==> src/rtl/sum_splitter_pkg.sv <==
// rtl/sum_splitter_pkg.sv - shared widths, saturation marker and FSM encoding for sum_splitter
package sum_split_pkg;

  localparam int SUM_W   = 16;
  localparam int CHUNK_W = 8;
  localparam logic [SUM_W-1:0] SAT_MARK = 16'hFFFF;

  typedef enum logic {
    IDLE  = 1'b0,
    DRAIN = 1'b1
  } state_t;

endpackage

==> src/rtl/sum_splitter_if.sv <==
// rtl/sum_splitter_if.sv - load/output handshake bundle; beat_cnt present under SUM_SPLITTER_BEAT_CNT_EN
interface sum_splitter_if;
  import sum_split_pkg::*;

  logic               load_valid;
  logic               load_ready;
  logic [SUM_W-1:0]   total;
  logic               out_valid;
  logic               out_ready;
  logic [CHUNK_W-1:0] out_data;
  logic               out_last;
  logic               sat;
`ifdef SUM_SPLITTER_BEAT_CNT_EN
  logic [SUM_W-1:0]   beat_cnt;

  modport master (
    output load_valid, total, out_ready,
    input  load_ready, out_valid, out_data, out_last, sat, beat_cnt
  );
  modport slave (
    input  load_valid, total, out_ready,
    output load_ready, out_valid, out_data, out_last, sat, beat_cnt
  );
`else
  modport master (
    output load_valid, total, out_ready,
    input  load_ready, out_valid, out_data, out_last, sat
  );
  modport slave (
    input  load_valid, total, out_ready,
    output load_ready, out_valid, out_data, out_last, sat
  );
`endif
endinterface

==> src/rtl/sum_splitter_chunk_calc.sv <==
// rtl/sum_splitter_chunk_calc.sv - combinational min(residual, MAX_CHUNK) and final-chunk flag
module split_chunk_calc
  import sum_split_pkg::*;
#(
  parameter int MAX_CHUNK = 255
) (
  input  logic [SUM_W-1:0]   residual,
  output logic [CHUNK_W-1:0] chunk_data,
  output logic               chunk_last
);

  localparam logic [SUM_W-1:0]   MAX_WIDE   = SUM_W'(MAX_CHUNK);
  localparam logic [CHUNK_W-1:0] MAX_NARROW = CHUNK_W'(MAX_CHUNK);

  // When the residual fits in one chunk its upper byte is zero, so truncation is exact.
  assign chunk_last = (residual <= MAX_WIDE);
  assign chunk_data = chunk_last ? residual[CHUNK_W-1:0] : MAX_NARROW;

endmodule

==> src/rtl/sum_splitter.sv <==
// rtl/sum_splitter.sv - splits a 16-bit total into chunks of at most MAX_CHUNK; optional SUM_SPLITTER_BEAT_CNT_EN beat counter
module sum_splitter
  import sum_split_pkg::*;
#(
  parameter int MAX_CHUNK = 255
) (
  input  logic          clk,
  input  logic          rst_n,
  sum_splitter_if.slave bus
);

  state_t             state;
  logic [SUM_W-1:0]   residual;
  logic               sat_q;
  logic [CHUNK_W-1:0] chunk_data;
  logic               chunk_last;

  split_chunk_calc #(
    .MAX_CHUNK (MAX_CHUNK)
  ) u_chunk_calc (
    .residual   (residual),
    .chunk_data (chunk_data),
    .chunk_last (chunk_last)
  );

  // Chunk never exceeds the residual, so this subtraction cannot wrap.
  always_ff @(posedge clk or negedge rst_n) begin
    if (!rst_n) begin
      state    <= IDLE;
      residual <= '0;
      sat_q    <= 1'b0;
    end else begin
      case (state)
        IDLE: begin
          if (bus.load_valid) begin
            residual <= bus.total;
            sat_q    <= (bus.total == SAT_MARK);
            state    <= DRAIN;
          end
        end
        DRAIN: begin
          if (bus.out_ready) begin
            residual <= residual - {{(SUM_W-CHUNK_W){1'b0}}, chunk_data};
            if (chunk_last) state <= IDLE;
          end
        end
        default: state <= IDLE;
      endcase
    end
  end

  assign bus.load_ready = (state == IDLE);
  assign bus.out_valid  = (state == DRAIN);
  assign bus.out_data   = (state == DRAIN) ? chunk_data : '0;
  assign bus.out_last   = (state == DRAIN) && chunk_last;
  assign bus.sat        = sat_q;

`ifdef SUM_SPLITTER_BEAT_CNT_EN
  logic [SUM_W-1:0] beat_cnt_q;

  always_ff @(posedge clk or negedge rst_n) begin
    if (!rst_n) begin
      beat_cnt_q <= '0;
    end else if (state == IDLE && bus.load_valid) begin
      beat_cnt_q <= '0;
    end else if (state == DRAIN && bus.out_ready) begin
      beat_cnt_q <= beat_cnt_q + 1'b1;
    end
  end

  assign bus.beat_cnt = beat_cnt_q;
`endif

endmodule

==> src/flat_wrapper.sv <==
// flat-port wrapper written by rule: the top's interface ports become plain ports
module sum_splitter_flat import sum_split_pkg::*;
#(
  parameter int MAX_CHUNK = 255
)
  (clk, rst_n, bus_load_valid, bus_total, bus_out_ready, bus_load_ready, bus_out_valid, bus_out_data, bus_out_last, bus_sat);
  sum_splitter_if bus_i ();
  input  logic clk;
  input  logic rst_n;
  input wire logic [$bits(bus_i.load_valid)-1:0] bus_load_valid;
  input wire logic [$bits(bus_i.total)-1:0] bus_total;
  input wire logic [$bits(bus_i.out_ready)-1:0] bus_out_ready;
  output wire logic [$bits(bus_i.load_ready)-1:0] bus_load_ready;
  output wire logic [$bits(bus_i.out_valid)-1:0] bus_out_valid;
  output wire logic [$bits(bus_i.out_data)-1:0] bus_out_data;
  output wire logic [$bits(bus_i.out_last)-1:0] bus_out_last;
  output wire logic [$bits(bus_i.sat)-1:0] bus_sat;
  assign bus_i.load_valid = bus_load_valid;
  assign bus_i.total = bus_total;
  assign bus_i.out_ready = bus_out_ready;
  assign bus_load_ready = bus_i.load_ready;
  assign bus_out_valid = bus_i.out_valid;
  assign bus_out_data = bus_i.out_data;
  assign bus_out_last = bus_i.out_last;
  assign bus_sat = bus_i.sat;
  sum_splitter #(.MAX_CHUNK(MAX_CHUNK)) u_core (.clk(clk), .rst_n(rst_n), .bus(bus_i));
endmodule
==> config.mk <==
export PLATFORM = sky130hd
export DESIGN_NAME = sum_splitter_flat
export DESIGN_NICKNAME = d
export VERILOG_FILES = /design/src/rtl/sum_splitter_pkg.sv /design/src/rtl/sum_splitter_if.sv /design/src/rtl/sum_splitter_chunk_calc.sv /design/src/rtl/sum_splitter.sv /design/src/flat_wrapper.sv
export SDC_FILE = /design/constraint.sdc
export NUM_CORES = 1
export LEC_CHECK = 0
export BUFFER_PORTS_ARGS = -buffer_cell sky130_fd_sc_hd__buf_4
export CORE_UTILIZATION = 40
export DETAILED_ROUTE_END_ITERATION = 6
export PLACE_DENSITY_LB_ADDON = 0.15
export SLEW_MARGIN = 10
export SYNTH_ARGS = -nofsm -noshare
export SYNTH_HDL_FRONTEND = slang
export SYNTH_SLANG_ARGS = --single-unit
==> constraint.sdc <==
create_clock -name clk -period 3.28 [get_ports clk]
set_input_delay 0.492 -clock clk [delete_from_list [all_inputs] [get_ports clk]]
set_output_delay 0.492 -clock clk [all_outputs]
set_load 0.005 [all_outputs]
* Yosys cells after proc, flatten, opt, wreduce, memory -nomap -nowiden
Index checks and enable logic that the tools add are counted.
Operators by class: $add $sub $neg 1, magnitude comparators 1, equality and inequality tests 3, muxes and demuxes 9, bitwise gates (word level) 1, reduce and logical (&&, ||, !) cells 3
Operators by type and width (number):
- 2-to-1 mux 16 bit | 2
- one-hot mux 16 bit (2 select lines) | 1
- equality test 16 bit, second input constant | 1
- <= comparator 16 x 8 -> 1 bit, second input constant | 1
- 2-to-1 mux 8 bit | 2
- subtractor 16 x 8 -> 16 bit | 1
- inequality test 2 bit, second input constant | 2
- AND reduction 2 bit | 2
- 2-to-1 mux 1 bit | 3
- one-hot mux 1 bit (2 select lines) | 1
- logical AND 1 bit | 1
- NOT 1 bit | 1
Storage, ports and cells: bits in registers 18, bits of input ports 20, output and inout port bits 12, word-level logic and storage cells 21

* Depth between registers and ports, before layout
Gate-level depths: netlist (run 1).
depth after elaboration 5, depth in mapped cells 8, depth with buffers taken out 7

* Modules after synthesis
Synthesis (run 1) repeated with hierarchy kept, for this count alone.
Unflattened totals: cells, all modules 206, area, all modules 1621.6 um^2
By module, submodules not included:
- sum_splitter | instances 1, cells each 195, area an instance 1530.2 um^2, sequential area each 450.4 um^2
- split_chunk_calc | instances 1, cells each 11, area an instance 91.3 um^2, sequential area each 0.0 um^2

* Least setup slack after synthesis (run 1)
Ideal clock, no wire load.
path type register to register, from register u_core.residual[8], to register u_core.residual[6], setup time 0.120 ns, arrival 2.191 ns, data required time 3.160 ns, path slack 0.969 ns, stages on the path, launching flop included 9, path buffers 1, period minus slack after synthesis 2.311 ns, cell sequence dfrtp_1 > clkbuf_1 > nor4_1 > nand2_1 > nand2b_1 > ha_1 > nor3_1 > or4b_1 > and3_1
On the way: longest elaborated chain between the ends 5
RTL lines:
- start: declaration | RTL line sum_splitter.sv:13 | logic [SUM_W-1:0] residual;
- start signal: assignment | RTL line sum_splitter.sv:36 | residual <= bus.total;
- start signal: assignment | RTL line sum_splitter.sv:43 | residual <= residual - {{(SUM_W-CHUNK_W){1'b0}}, chunk_data};
- <= comparator 16 x 8 -> 1 bit | RTL line sum_splitter_chunk_calc.sv:16 | assign chunk_last = (residual <= MAX_WIDE);
- 2-to-1 mux 8 bit | RTL line sum_splitter_chunk_calc.sv:17 | assign chunk_data = chunk_last ? residual[CHUNK_W-1:0] : MAX_NARROW;
- subtractor 16 x 8 -> 16 bit | RTL line sum_splitter.sv:43
- 2-to-1 mux 16 bit | RTL line sum_splitter.sv:42 | if (bus.out_ready) begin
- one-hot mux 16 bit (2 select lines) | RTL line sum_splitter.sv:33 | case (state)
Every way passes these cells. The select of a mux whose other input is x is not followed. A chain may end at the register's enable or synchronous reset.

* Final worst setup path (run 1)
from register u_core.residual[8], to output port bus_out_data[4]
On the way: longest elaborated chain between the ends 3
RTL lines:
- <= comparator 16 x 8 -> 1 bit | RTL line sum_splitter_chunk_calc.sv:16
- 2-to-1 mux 8 bit | RTL line sum_splitter_chunk_calc.sv:17
- 2-to-1 mux 8 bit | RTL line sum_splitter.sv:54 | assign bus.out_data = (state == DRAIN) ? chunk_data : '0;
- end: declaration | RTL line flat_wrapper.sv:15 | output wire logic [$bits(bus_i.out_data)-1:0] bus_out_data;
Every way passes these cells.

==> results of run 1 <==
## per-layer routing
| layer | up-vias | part of all wire | GRT usage | wire length, µm |
|---|---|---|---|---|
| met1 | 692 | 0.43 | 0.322 | 1680 |
| met5 | - | 0 | 0 | 0 |
| met4 | 0 | 0.0092 | 0.0617 | 36 |
| li1 | 714 | - | - | - |
| met3 | 7 | 0.12 | 0.0661 | 475 |
| met2 | 77 | 0.44 | 0.367 | 1730 |
## critical path, cell delays in order, from the launching register on
cell     delay (ns)
dfrtp_1        0.50
nor4_1         0.52
nand2_1        0.36
buf_4          0.27
nor2_1         0.09
nor2_1         0.05
buf_4          0.16
## per-stage QoR
step	power, mW	cell area (µm²)	setup slack (ns)	utilization
floorplan	0.637	1380	0.969	-
global placement	0.738	1610	0.816	0.510
detailed placement	0.745	1610	0.758	0.510
CTS	0.888	1650	0.540	0.522
global route	0.963	1650	0.339	0.522
finish	0.887	1650	0.545	0.522
## sequential cells by signal (all words and copies together) (netlist names)
name                  cells
u_core.bus.out_valid      1
u_core.residual          16
u_core.bus.sat            1
## cells in the mapped netlist, drive strengths merged (3+ instances only)
cell type,count
nand2,20
nor2,19
dfrtp,18
a21oi,11
clkbuf,9
o21ai,8
nand4,7
nor3,7
mux2i,6
or4,6
nand2b,4
nand3,4
o31ai,4
a211oi,3
a31oi,3
and3,3
buf,3
nor4,3
## cells by family (layout without fill, tap and decap cells)
| kind of cell | after synthesis | in the layout | share of synthesized area |
|---|---|---|---|
| flops | 18 | 18 | 0.327 |
| fa+ha+maj | 1 | 1 | 0.00908 |
| simple gates | 83 | 83 | 0.321 |
| buf+inv | 14 | 40 | 0.0627 |
| compound gates | 48 | 48 | 0.237 |
| mux | 6 | 6 | 0.0436 |
## area by class of cell
| class | instances | area share |
|---|---|---|
| timing repair buffer | 34 | 0.155 |
| clock buffer | 4 | 0.0221 |
| inverter | 2 | 0.00456 |
| tap | 44 | 0.0335 |
| multi-input combinational | 138 | 0.511 |
| sequential | 18 | 0.274 |
## power by group through the flow
stage	Sequential, mW	Combinational (mW)	Clock, mW
floorplan	0.381	0.256	0
global placement	0.420	0.317	0
detailed placement	0.426	0.319	0
CTS	0.421	0.322	0.146
global route	0.441	0.367	0.155
finish	0.424	0.324	0.139
## final timing paths
path / startpoint / end / slack [ns] / cells past startpoint
worst min register to register: u_core.bus.sat / u_core.bus.sat / 0.50 / 2
max in group asynchronous: rst_n / u_core.residual[0] / 3.02 / 1
worst max register to register: u_core.residual[8] / u_core.residual[6] / 0.72 / 8
min in group clk: bus_total[7] / u_core.residual[7] / 0.41 / 3
worst max-delay path: u_core.residual[8] / bus_out_data[4] / 0.54 / 6
worst min-delay path: rst_n / u_core.residual[9] / 0.04 / 1
==> results.toml, run 1 <==
[clocking]
root_buffer = "clkbuf_4"
cts.clk_slew.worst_paths_ns = 0.11
clk_latency_ns = 0.30
clock_sinks = 18
cts_buffers = 3
clock_path_buffers = 2
ctsHoldBuffers = 0
post_cts_buffers = 0
h-tree-depth = 1
cts_tree = "built"
cts_resized = 0

[yosys]
synth_edf_count = 0
syn-cell-area_mm2 = 0.00138
synth_top_area_share = 0.327
async_reset_ff_frac = 1.00
ys_seq_elements = 18
syn_avg_cell_area_um2 = 8.10
syn-instance-count = 170
netlist_top_cells_area = "dfrtp_1, nand2_1, nor2_1, mux2i_1, a21oi_1"
ys.flop_type = "dfrtp_1"
syn_nets = 191
synth_cell_types = 44
ys_seq_area_frac = 0.327
synth_top_area_cell = "dfrtp_1"
yosysWarnings = 0

[detailed_routing]
wl_per_cell_um = 16.3
vias = 1490
totalWireLength_um = 3920
via_per_inst = 6.21
ant_nets = 0
drc_errors = 0
first_pass_iters = 5
drt_iter0_drc = 98

[layout]
diodes = 0
layout_common_cells = "buf_4, nand2_1, nor2_1"
layout-drive-gt1-share = 0.214
fill_cells = 313
fin_cells = 240
layout.cells.most_common = "buf_4"
syn_to_final_growth_pct = 19.4
multiInputGateArea_um2 = 841
regArea_um2 = 450
num-nets-final = 218

[floorplan]
fp.dieArea_mm2 = 0.00368
rows = 20
core_area_mm2 = 0.00315
die_w_um = 60.7
initial_core_util = 0.437
io_pins = 32
die_h_um = 60.7

[power]
total_leakage_power_nw = 0.722
combPwrFrac = 0.365
p_clk_frac = 0.157
pwr-share-seq = 0.478
power.net_switching_mw = 0.357
p_sw_frac = 0.402
p_int_mw = 0.531
power.density_mw_per_mm2 = 539
peakVddDrop_mv = 0.251

[place]
place_congestion = 0.870
hpwl_um = 2890
io_buffer_count = 31
dp_cells = 236

[global_route]
first_global_vias = 1331
grt_pass1_wl_um = 6340
grt-ovfl-total = 0
grt_usage = 0.235
grt_max_degree = 22
grt_antenna_before_repair = 0

[sta]
holdWs_ns = 0.0447
finalCriticalPeriod_ns = 2.74
slew_headroom = 0.505
finalHoldViolations = 0
min_period_over_period = 0.834
finalSetupTns_ns = 0
drv_slew = 0
finClkSkew_ns = 0.0104
setup_viol_count_final = 0
worstMarginPinSlew_ns = 0.741
clock.fmax_mhz = 366
rsz0062_at_grt = "false"

[critical_path]
path_max_fanout = 12
cp.required_ns = 2.79
crit_arrival_ns = 2.24
endpoint_kind = "output pin"
setup.worst_path.class = "reg -> out"
start_kind = "flop"

[min_path]
hold_class = "in -> async"

[run_status]
status = "finished, final reports clean"

[flow_run]
cap_viol_max_count = 0
Note: power is estimated with default switching activity, not from simulation.
==> run 2, diff against run 1 <==
==> constraint.sdc (replaced) <==
create_clock -name clk -period 2.55 [get_ports clk]
set_input_delay 0.3825 -clock clk [delete_from_list [all_inputs] [get_ports clk]]
set_output_delay 0.3825 -clock clk [all_outputs]
set_load 0.005 [all_outputs]
==> results.toml, run 2 (synthesis gave the netlist of run 1 again) <==
[sta]
drv_slew = 0
setup_viol_count_final = 0
min_period_over_period = 0.918
setup_ws_ns = 0.210
slew_headroom = 0.638
finalCriticalPeriod_ns = 2.34
finalSetupTns_ns = 0
clock.fmax_mhz = 427
rsz0062_at_grt = "false"
worstMarginPinSlew_ns = 0.543
finalHoldViolations = 0
finClkSkew_ns = 0.00210

[critical_path]
cp.required_ns = 2.17
setup.worst_path.class = "reg -> out"
endpoint_kind = "output pin"
start_kind = "flop"
path_max_fanout = 8
crit_arrival_ns = 1.96

[place]
hpwl_um = 3070
dp_cells = 242
dpl_cell_area_mm2 = 0.00165
place_ws_ns = 0.431
place_congestion = 0.867
io_buffer_count = 31

[global_route]
grt_antenna_before_repair = 0
grt-ovfl-total = 0
first_global_vias = 1401
grt_usage = 0.244
grt_pass1_wl_um = 6660
grt_max_degree = 19

[layout]
num-nets-final = 225
final_util = 0.535
layout-drive-gt1-share = 0.233
largest_register_ffs = 16
layout.cells.most_common = "buf_4"
diodes = 0
top_register = "u_core.residual"
fin_area_mm2 = 0.00169
layout_common_cells = "buf_4, nand2_1, nor2_1"
fin_cells = 246
syn_to_final_growth_pct = 22.4

[clocking]
cts_resized = 0
cts_buffers = 3
clk_latency_ns = 0.31
clock_sinks = 18
clock_path_buffers = 2
root_buffer = "clkbuf_4"
cts_tree = "built"
post_cts_buffers = 0
cts.clk_slew.worst_paths_ns = 0.11
h-tree-depth = 1

[power]
peakVddDrop_mv = 0.366
total_leakage_power_nw = 0.750
power.density_mw_per_mm2 = 678

[floorplan]
die_h_um = 60.7
core_area_mm2 = 0.00315
rows = 20
initial_core_util = 0.437
die_w_um = 60.7
fp.dieArea_mm2 = 0.00368
io_pins = 32

[detailed_routing]
via_per_inst = 6.13
drc_errors = 0
drt_iter0_drc = 82
first_pass_iters = 4
ant_nets = 0
totalWireLength_um = 4090
vias = 1509
wl_per_cell_um = 16.6

[run_status]
status = "finished, final reports clean"

[min_path]
hold_class = "in -> reg"

[flow_run]
cap_viol_max_count = 0
## run 2: cell count changes in the layout (fill, tap and decap cells not counted), sizes merged
cell / change
buf: +6
dlygate4sd3: +1
clkbuf: -1
## run 2: power by group
group          internal (mW)  switching [mW]
clock network         0.0553          0.0989
registers              0.387           0.165
logic                  0.224           0.212
total                  0.667           0.477
## run 2: area by class of cell
class	count	area, µm²
clock buffers	3	22.5
fillers	330	1470
inverters	2	7.51
multi-input cells	138	841
flip-flops and latches	18	450
well taps	44	55.1
repair buffers	41	310
## run 2: per-layer routing
layer  part of all wire  up-vias  track usage
li1                   -      719            -
met1               0.45      719        0.363
met2               0.46       66        0.363
met3              0.078        5       0.0299
met4              0.012        0       0.0909
met5                  0        -            0
## run 2: final timing paths
check                                    start                   to  slack, ns  cells after the start
setup / recovery           u_core.residual[12]      bus_out_data[5]       0.21                      4
hold / removal                   bus_total[15]  u_core.residual[15]       0.29                      3
setup reg to reg           u_core.residual[12]  u_core.residual[10]       0.37                      4
hold reg to reg                 u_core.bus.sat       u_core.bus.sat       0.52                      2
max in group asynchronous                rst_n   u_core.residual[7]       1.88                      2
min in group asynchronous                rst_n   u_core.residual[9]       0.47                      2
## run 2: repair_timing
action / CTS / global route
endpoints found under the setup margin: 0 / 0
endpoints found under the hold margin: 18 / 0
hold buffers: 1 / 0
## run 2: worst max-delay path, stage by stage, from the launching register on
cell and delay, ns:
dfrtp_1 0.46, or4_2 0.74, nor2_1 0.20, a21oi_1 0.09, buf_4 0.15
## run 2: metrics by stage
| stage | power (mW) | hold WS, ns |
|---|---|---|
| 5_1_grt | 1.23 | 0.287 |
| 3_5_place_dp | 0.987 | 0.272 |
| 4_1_cts | 1.14 | 0.291 |
| 6_report | 1.14 | 0.290 |
| 3_3_place_gp | 0.967 | 0.271 |
| 2_1_floorplan | 0.820 | 0.0869 |
==> run 3, diff against run 2 <==
--- a/config.mk
+++ b/config.mk
@@ -6,6 +6,7 @@
 export NUM_CORES = 1
 export LEC_CHECK = 0
 export BUFFER_PORTS_ARGS = -buffer_cell sky130_fd_sc_hd__buf_4
+export CORE_MARGIN = 2
 export CORE_UTILIZATION = 40
 export DETAILED_ROUTE_END_ITERATION = 6
 export PLACE_DENSITY_LB_ADDON = 0.15
@@ -13,3 +14,4 @@
 export SYNTH_ARGS = -nofsm -noshare
 export SYNTH_HDL_FRONTEND = slang
 export SYNTH_SLANG_ARGS = --single-unit
+export TNS_END_PERCENT = 20
==> constraint.sdc (replaced) <==
create_clock -name clk -period 2.7 [get_ports clk]
set_input_delay 0.405 -clock clk [delete_from_list [all_inputs] [get_ports clk]]
set_output_delay 0.405 -clock clk [all_outputs]
set_load 0.005 [all_outputs]
==> results.toml, run 3 (synthesis gave the netlist of run 1 again) <==
[run_status]
status = "finished, final reports clean"

[floorplan]
io_pins = 32
core_area_mm2 = 0.00331
die_h_um = 62.7
initial_core_util = 0.416
die_w_um = 62.7
rows = 21
fp.dieArea_mm2 = 0.00393

[global_route]
busiest_layer = "met2"
grt_max_degree = 19
gr-usage-met1 = 0.304
grt_usage = 0.218
first_global_vias = 1370
grt_antenna_before_repair = 0
grt_pass1_wl_um = 6870
met3_usage = 0.0595
grt-ovfl-total = 0
grt_use_met2 = 0.331

[clocking]
h-tree-depth = 1
root_buffer = "clkbuf_4"
cts_buffers = 3
cts.clk_slew.worst_paths_ns = 0.10
cts_tree = "built"
clock_path_buffers = 2
clk_latency_ns = 0.30
clock_sinks = 18

[sta]
finClkSkew_ns = 0.00698
rsz0062_at_grt = "false"
slew_headroom = 0.515
finalHoldViolations = 0
finalCriticalPeriod_ns = 2.33
clock.fmax_mhz = 429
drv_slew = 0
min_period_over_period = 0.863
setup_viol_count_final = 0
finalSetupTns_ns = 0
worstMarginPinSlew_ns = 0.726

[layout]
largest_register_ffs = 16
diodes = 0
fin_cells = 247
layout_common_cells = "buf_4, nand2_1, nor2_1"
layout-drive-gt1-share = 0.229
top_register = "u_core.residual"
fin_area_mm2 = 0.00168
layout.cells.most_common = "buf_4"
final_util = 0.508
syn_to_final_growth_pct = 22.1
num-nets-final = 224

[place]
dp_cells = 243
place_congestion = 0.923
io_buffer_count = 31
dpl_cell_area_mm2 = 0.00165
hpwl_um = 3020

[min_path]
hold_class = "in -> reg"

[power]
power.net_switching_mw = 0.445
p_sw_frac = 0.414
p_clk_frac = 0.132
total_leakage_power_nw = 0.744
power.density_mw_per_mm2 = 639
combPwrFrac = 0.381
peakVddDrop_mv = 0.241
p_int_mw = 0.629
pwr-share-seq = 0.487

[detailed_routing]
wl_per_cell_um = 16.3
totalWireLength_um = 4030
ant_nets = 0
drt_iter0_drc = 99
via_per_inst = 6.01
drc_errors = 0
first_pass_iters = 4
vias = 1485

[critical_path]
endpoint_kind = "output pin"
path_max_fanout = 8
setup.worst_path.class = "reg -> out"
cp.required_ns = 2.30
crit_arrival_ns = 1.92
start_kind = "flop"

[flow_run]
cap_viol_max_count = 0
==> run 3: cell types whose count changed in the layout (fill, tap and decap cells not counted), sizes merged <==
cell	before	now
buf	40	39
==> run 3: power by group through the flow <==
stage               Clock [mW]  Combinational, mW  Sequential (mW)
CTS                      0.144              0.409            0.517
detailed placement           0              0.406            0.523
global route             0.161              0.465            0.540
floorplan                    0              0.311            0.463
finish                   0.141              0.410            0.523
global placement             0              0.404            0.515
==> run 3: per-layer routing <==
metal,up-vias,share of wire
li1,715,-
met1,707,0.46
met2,57,0.45
met3,6,0.069
met4,0,0.012
met5,-,0
==> run 3: worst paths after layout <==
kind                                     start             endpoint  slack [ns]  cells after the start
min in group asynchronous                rst_n   u_core.residual[9]        0.50                      2
min reg2reg                     u_core.bus.sat       u_core.bus.sat        0.50                      2
max                        u_core.residual[12]      bus_out_data[5]        0.37                      4
max reg2reg                u_core.residual[12]  u_core.residual[10]        0.55                      4
min                              bus_total[13]  u_core.residual[13]        0.33                      2
max in group asynchronous                rst_n   u_core.residual[0]        1.99                      2
==> run 3: timing repair <==
| item | in CTS | in global routing |
|---|---|---|
| hold endpoints to repair | 18 | 0 |
| hold buffers | 1 | 0 |
| gates resized for setup | 0 | 0 |
| setup buffers | 0 | 0 |
==> run 3: through the flow <==
step | power, mW | setup slack, ns | hold slack, ns
6_report | 1.07 | 0.371 | 0.334
3_3_place_gp | 0.920 | 0.636 | 0.296
4_1_cts | 1.07 | 0.361 | 0.323
3_5_place_dp | 0.929 | 0.560 | 0.299
5_1_grt | 1.17 | 0.253 | 0.324
2_1_floorplan | 0.774 | 0.389 | 0.109
==> run 3: worst max-delay path, cell delays in order, from the launching register on <==
cell and delay (ns):
dfrtp_1 0.47, or4_2 0.75, nor2_1 0.19, a21oi_1 0.09
buf_4 0.13
==> run 3: layout make-up <==
| class | count | area, µm² |
|---|---|---|
| inverter | 2 | 7.51 |
| timing repair buffer | 40 | 303 |
| fill | 342 | 1630 |
| tap | 46 | 57.6 |
| clock buffer | 3 | 22.5 |
| multi-input combinational | 138 | 841 |
| sequential | 18 | 450 |
